File: src/rtl/matrix_scan_controller.sv
`default_nettype none
// ============================================================================
//  Module   : matrix_scan_controller
//  Purpose  : LED dot-matrix scan sequencer. Walks a one-hot row drive through
//             ROWS rows with a DIV+1 cycle dwell, separated by BLANK_CYC dark
//             cycles to suppress ghosting. Column data comes from a
//             double-buffered frame store; the back bank is written by the
//             CPU side and swapped with the front bank only at a frame
//             boundary, so no frame is ever displayed half old / half new.
//  Ports    : clk         - system clock, rising edge
//             rst         - synchronous active-high reset
//             we          - back-bank write strobe
//             waddr       - row address of write (ignored when >= ROWS)
//             wdata       - column pattern for row waddr
//             swap_req    - level request to swap front/back banks
//             swap_ack    - one-cycle pulse, swap performed
//             row_out     - one-hot row drive, zero while blanking
//             col_out     - column drive, zero while blanking
//             frame_start - pulse on first drive cycle of row 0
//  Revision : 1.0 - initial release
// ============================================================================
module matrix_scan_controller #(
  parameter int ROWS      = 8,
  parameter int COLS      = 8,
  parameter int DIV       = 2000,
  parameter int BLANK_CYC = 16,
  parameter int AW        = 3
) (
  input  logic            clk,
  input  logic            rst,
  input  logic            we,
  input  logic [AW-1:0]   waddr,
  input  logic [COLS-1:0] wdata,
  input  logic            swap_req,
  output logic            swap_ack,
  output logic [ROWS-1:0] row_out,
  output logic [COLS-1:0] col_out,
  output logic            frame_start
);

  // Counter widths sized so DIV=0 / BLANK_CYC=1 still give at least one bit.
  localparam int DW = $clog2(DIV + 2);
  localparam int BW = $clog2(BLANK_CYC + 1);

  localparam logic [DW-1:0] DWELL_LAST = DW'(DIV);
  localparam logic [BW-1:0] BLANK_LAST = BW'(BLANK_CYC - 1);
  localparam logic [AW-1:0] ROW_LAST   = AW'(ROWS - 1);

  typedef enum logic [0:0] {
    ST_BLANK = 1'b0,
    ST_DRIVE = 1'b1
  } state_t;

  state_t          state, state_nxt;
  logic [AW-1:0]   row, row_nxt;
  logic [BW-1:0]   blank_cnt, blank_nxt;
  logic [DW-1:0]   dwell_cnt, dwell_nxt;
  logic            front, front_nxt;
  logic [ROWS-1:0] row_out_nxt;
  logic [COLS-1:0] col_out_nxt;
  logic            swap_ack_nxt;
  logic            frame_start_nxt;

  // bank[front] is displayed; bank[~front] is the CPU-writable back bank.
  logic [COLS-1:0] bank [2][ROWS];
  logic            wr_ok;

  assign wr_ok = ({{(32-AW){1'b0}}, waddr} < 32'(ROWS));

  // --------------------------------------------------------------------------
  // Frame store. A write on the swap edge uses the pre-swap front index, so
  // it lands in the bank that is about to become the front.
  // --------------------------------------------------------------------------
  always_ff @(posedge clk) begin
    if (rst) begin
      for (int b = 0; b < 2; b++) begin
        for (int r = 0; r < ROWS; r++) begin
          bank[b][r] <= '0;
        end
      end
    end else if (we && wr_ok) begin
      bank[~front][waddr] <= wdata;
    end
  end

  // --------------------------------------------------------------------------
  // Sequencer state register
  // --------------------------------------------------------------------------
  always_ff @(posedge clk) begin
    if (rst) begin
      state       <= ST_BLANK;
      row         <= '0;
      blank_cnt   <= '0;
      dwell_cnt   <= '0;
      front       <= 1'b0;
      row_out     <= '0;
      col_out     <= '0;
      swap_ack    <= 1'b0;
      frame_start <= 1'b0;
    end else begin
      state       <= state_nxt;
      row         <= row_nxt;
      blank_cnt   <= blank_nxt;
      dwell_cnt   <= dwell_nxt;
      front       <= front_nxt;
      row_out     <= row_out_nxt;
      col_out     <= col_out_nxt;
      swap_ack    <= swap_ack_nxt;
      frame_start <= frame_start_nxt;
    end
  end

  // --------------------------------------------------------------------------
  // Next-state and registered-output logic
  // --------------------------------------------------------------------------
  always_comb begin
    state_nxt       = state;
    row_nxt         = row;
    blank_nxt       = blank_cnt;
    dwell_nxt       = dwell_cnt;
    front_nxt       = front;
    row_out_nxt     = row_out;
    col_out_nxt     = col_out;
    swap_ack_nxt    = 1'b0;
    frame_start_nxt = 1'b0;

    case (state)
      ST_BLANK: begin
        row_out_nxt = '0;
        col_out_nxt = '0;
        if (blank_cnt == BLANK_LAST) begin
          // Column data is captured once here and held for the whole dwell,
          // so later writes or swaps cannot disturb the row being shown.
          state_nxt       = ST_DRIVE;
          dwell_nxt       = '0;
          row_out_nxt     = ROWS'(1) << row;
          col_out_nxt     = bank[front][row];
          frame_start_nxt = (row == '0);
        end else begin
          blank_nxt = blank_cnt + 1'b1;
        end
      end

      ST_DRIVE: begin
        if (dwell_cnt == DWELL_LAST) begin
          state_nxt   = ST_BLANK;
          blank_nxt   = '0;
          row_out_nxt = '0;
          col_out_nxt = '0;
          if (row == ROW_LAST) begin
            row_nxt = '0;
            // Leaving the last row is the only tear-free swap point.
            if (swap_req) begin
              front_nxt    = ~front;
              swap_ack_nxt = 1'b1;
            end
          end else begin
            row_nxt = row + 1'b1;
          end
        end else begin
          dwell_nxt = dwell_cnt + 1'b1;
        end
      end

      default: begin
        state_nxt = ST_BLANK;
      end
    endcase
  end

endmodule
`default_nettype wire

File: config.mk
export PLATFORM = sky130hd
export DESIGN_NAME = matrix_scan_controller
export DESIGN_NICKNAME = d
export VERILOG_FILES = /design/src/rtl/matrix_scan_controller.sv
export SDC_FILE = /design/constraint.sdc
export NUM_CORES = 1
export LEC_CHECK = 0
export BUFFER_PORTS_ARGS = -buffer_cell sky130_fd_sc_hd__buf_2
export CAP_MARGIN = 20
export CORE_UTILIZATION = 32
export DETAILED_ROUTE_END_ITERATION = 16
export GPL_TIMING_DRIVEN = 0
export PLACE_DENSITY = 0.44
export SLEW_MARGIN = 10
export SYNTH_ARGS = -nofsm -noshare
export SYNTH_HDL_FRONTEND = slang
export SYNTH_SLANG_ARGS = --single-unit
File: constraint.sdc
create_clock -name clk -period 4.4 [get_ports clk]
set_input_delay 1.1 -clock clk [delete_from_list [all_inputs] [get_ports clk]]
set_output_delay 1.1 -clock clk [all_outputs]
set_load 0.05 [all_outputs]
==> impl_summary.md <==
Die
The initial core utilization is 0.327. The die area is 23000 µm². Pin placement for this block handled 33 I/O pins. The die boundary width is 152 µm. The die height is 152 µm. The row count is 54. The floorplan step defined a core boundary enclosing 21900 µm².

Clock tree
TritonCTS built the clock tree. For this design, the sink count on the clock tree is 168. The number of clock buffers added by TritonCTS is 17.

The buffer depth of the longest clock path is 2. The H-tree depth is 4. After clock tree synthesis, the flow added hold-fix buffers numbering 0. The clock latency of the later-clocked register in the worst-skew pair is 0.43 ns.

The total setup buffers inserted after CTS is 0. After clock tree synthesis, the repair step resized 0 gates. The root buffer cell is sky130_fd_sc_hd__clkbuf_16.

The clock transition time at the flip-flop clock pins of the worst setup and hold paths is 0.07 ns.

Placement
The HPWL after detailed placement is 13600 µm. At the end of routability-driven placement, the weighted congestion stood at 0.757. Input and output buffers added on the ports amount to 31. The placed cell count is 846.

STA
Hold is met by 0.453 ns. The number of max-slew violations in the final report is 0. Dividing the final minimum period by the clock period gives 0.653. The worst clock skew on the final layout is 0.0115 ns. The number of hold-slack violations in the final timing report is 0. The worst pin sits at a relative slew slack of 0.396. The count of endpoints failing setup in the final report is 0. The highest clock frequency the design can meet is 348 MHz. The worst path in the final design needs a cycle of 2.87 ns, including I/O delays and setup. Setup repair after global routing left no endpoint under its margin. The sum of negative setup slack is 0 ns. The actual slew at the worst max-slew pin is 0.900 ns.

Job
Max-cap violations in this run came to 0.

Logic synthesis
In the synthesized netlist, the number of instances is 535. After synthesis, the share of flip-flops with an asynchronous set or reset is 0. The number of register bits inferred by synthesis is 168. In this run, synthesis inferred 128 flip-flops with an integrated enable. The number of synthesis warnings is 0. The number of different library cells used by synthesis comes to 52. By area the synthesized netlist is led by sky130_fd_sc_hd__edfxtp_1, sky130_fd_sc_hd__dfxtp_1, sky130_fd_sc_hd__mux4_2, sky130_fd_sc_hd__nor2_1, sky130_fd_sc_hd__nand2_1. The cell area after technology mapping is 7160 µm². The share of the synthesized area in the top cell type is 0.537. The most used flip-flop cell after synthesis is sky130_fd_sc_hd__edfxtp_1. The share of the Yosys chip area taken by registers is 0.649.

The total nets after synthesis is 560. The biggest area contributor in the post-synthesis netlist is sky130_fd_sc_hd__edfxtp_1. After synthesis, the mean cell area works out to 13.4 µm².

Setup path
The startpoint class of the critical path is an input pin. The data required time of the worst path is 4.46 ns. The setup path with the least slack is of type in2reg. The worst endpoint data arrival time is 2.94 ns. STA classifies the critical path endpoint as a flop. The largest fanout on the critical path is 10.

Route
In the routed design, unresolved DRC markers number 0. Detailed routing inserted a total of 4486 vias. The post-detailed-routing wire length is 19600 µm. The initial DRC count is 322.

The per-cell routed wire length is 22.3 µm. Before antenna repair, the detailed router went through 4 iterations. Dividing the detail-routed via count by the number of cells gives 5.11. The count of nets left with antenna violations after detail routing is 0.

Final layout
From synthesis to final layout, the design area changed by 15.9%. The antenna diode count is 0. The most common cell after layout, fill and taps aside is sky130_fd_sc_hd__edfxtp_1. In the layout the commonest cells are sky130_fd_sc_hd__edfxtp_1, sky130_fd_sc_hd__nor2_1, sky130_fd_sc_hd__nand2_1, sky130_fd_sc_hd__buf_2, sky130_fd_sc_hd__dfxtp_1. After the last flow step, the layout net total stands at 610. Counting the fill cells in the layout gives 2112. For this run, the share of the core covered by cells in the final layout is 0.379. The fraction of layout instances using a drive strength above 1 is 0.206. Summing all multi-input logic gate instances after layout gives 2330 µm². The flip-flop and latch area is 4640 µm². The count of non-filler cells in the finished layout is 878.

Global routing
Entering global routing, the biggest net connects 17 pins. Across every metal layer, demand over resource in global routing totals 0.183. The aggregate global routing overflow is 0. The number of global-route vias before repair is 4567. The number of antenna violations at the first check in global routing is 0. The first-pass GRT wire length is 29000 µm.

Power and ir drop
The sum of internal, switching and leakage power is 0.00356 W. Summed over all cells, the static leakage comes to 2.95 nW. The power per cell area is 429 nW/µm². IR analysis of the VDD net gives a maximum drop of 0.204 mV.

Status
The flow ran to the end, and the final reports show no timing, DRC or antenna violations.

Worst hold path
The class of the most critical hold timing path is reg2reg.
[flip-flops by register name, indices dropped and copies added, names as in the netlist, named ones only]
signal and count:
swap_ack 1, row 3, col_out 8, blank_cnt 5, dwell_cnt 11, bank 128, state 1, row_out 8
front 1, frame_start 1
[where the power goes]
group | leakage [nW] | switching (W) | internal, W
combinational | 1.10 | 0.0000913 | 0.0000390
clock | 0.297 | 0.000620 | 0.00100
sequential | 1.55 | 0.0000212 | 0.00179
total | 2.95 | 0.000732 | 0.00283
[logic make-up after synthesis]
group,Yosys count,share of synthesized area
AO/OA/AOI/OAI,56,0.0575
flip-flops,168,0.649
multiplexers,44,0.107
adder cells (fa/ha/maj),10,0.0175
XOR/XNOR,7,0.00857
AND/OR/NAND/NOR,210,0.135
buffers and inverters,40,0.0255
[layout make-up]
type,instances,area share
tap,280,0.0422
inverter,16,0.00724
multi-input combinational,327,0.281
sequential,168,0.560
clock inverter,14,0.0247
clock buffer,18,0.0517
buffer,24,0.0148
timing repair buffer,31,0.0187
[worst paths after layout]
kind              cells past startpoint  slack, ns          from          end
setup / recovery                      7       1.53           rst  bank[0][44]
hold / removal                        1       0.45    row_out[0]   row_out[0]
setup reg to reg                      8       1.86  blank_cnt[0]   col_out[6]
hold reg to reg                       1       0.45    row_out[0]   row_out[0]
[layer usage]
| metal | share of wire | track usage |
|---|---|---|
| met1 | 0.48 | 0.251 |
| met2 | 0.46 | 0.284 |
| met3 | 0.037 | 0.0350 |
| met4 | 0.023 | 0.0723 |
| met5 | 0 | 0 |
[cells in the mapped netlist, types with 5 or more instances]
| cell type | count |
|---|---|
| sky130_fd_sc_hd__a21oi_1 | 12 |
| sky130_fd_sc_hd__a221o_1 | 6 |
| sky130_fd_sc_hd__and2_1 | 9 |
| sky130_fd_sc_hd__buf_2 | 11 |
| sky130_fd_sc_hd__clkbuf_1 | 10 |
| sky130_fd_sc_hd__dfxtp_1 | 40 |
| sky130_fd_sc_hd__edfxtp_1 | 128 |
| sky130_fd_sc_hd__ha_1 | 10 |
| sky130_fd_sc_hd__inv_1 | 15 |
| sky130_fd_sc_hd__mux2_2 | 18 |
| sky130_fd_sc_hd__mux4_2 | 24 |
| sky130_fd_sc_hd__nand2_1 | 56 |
| sky130_fd_sc_hd__nand2b_1 | 12 |
| sky130_fd_sc_hd__nor2_1 | 87 |
| sky130_fd_sc_hd__nor2b_1 | 6 |
| sky130_fd_sc_hd__nor3_1 | 9 |
| sky130_fd_sc_hd__o22ai_1 | 8 |
| sky130_fd_sc_hd__or3_1 | 5 |
| sky130_fd_sc_hd__xor2_1 | 7 |
[critical path, stage by stage]
cell and delay [ns]:
sky130_fd_sc_hd__buf_2 0.18, sky130_fd_sc_hd__nor2b_1 0.16, sky130_fd_sc_hd__buf_2 0.26, sky130_fd_sc_hd__and3b_1 0.19, sky130_fd_sc_hd__clkbuf_1 0.19, sky130_fd_sc_hd__nand2_1 0.30, sky130_fd_sc_hd__nand2b_1 0.52
[metrics by stage]
stage | area (µm²) | setup slack (ns)
CTS | 8300 | 1.52
finish | 8300 | 1.53
global placement | 7660 | 1.11
global route | 8300 | 1.42
floorplan | 7160 | 1.78
detailed placement | 7660 | 1.07
No activity file was read; power rests on OpenSTA's default activity.
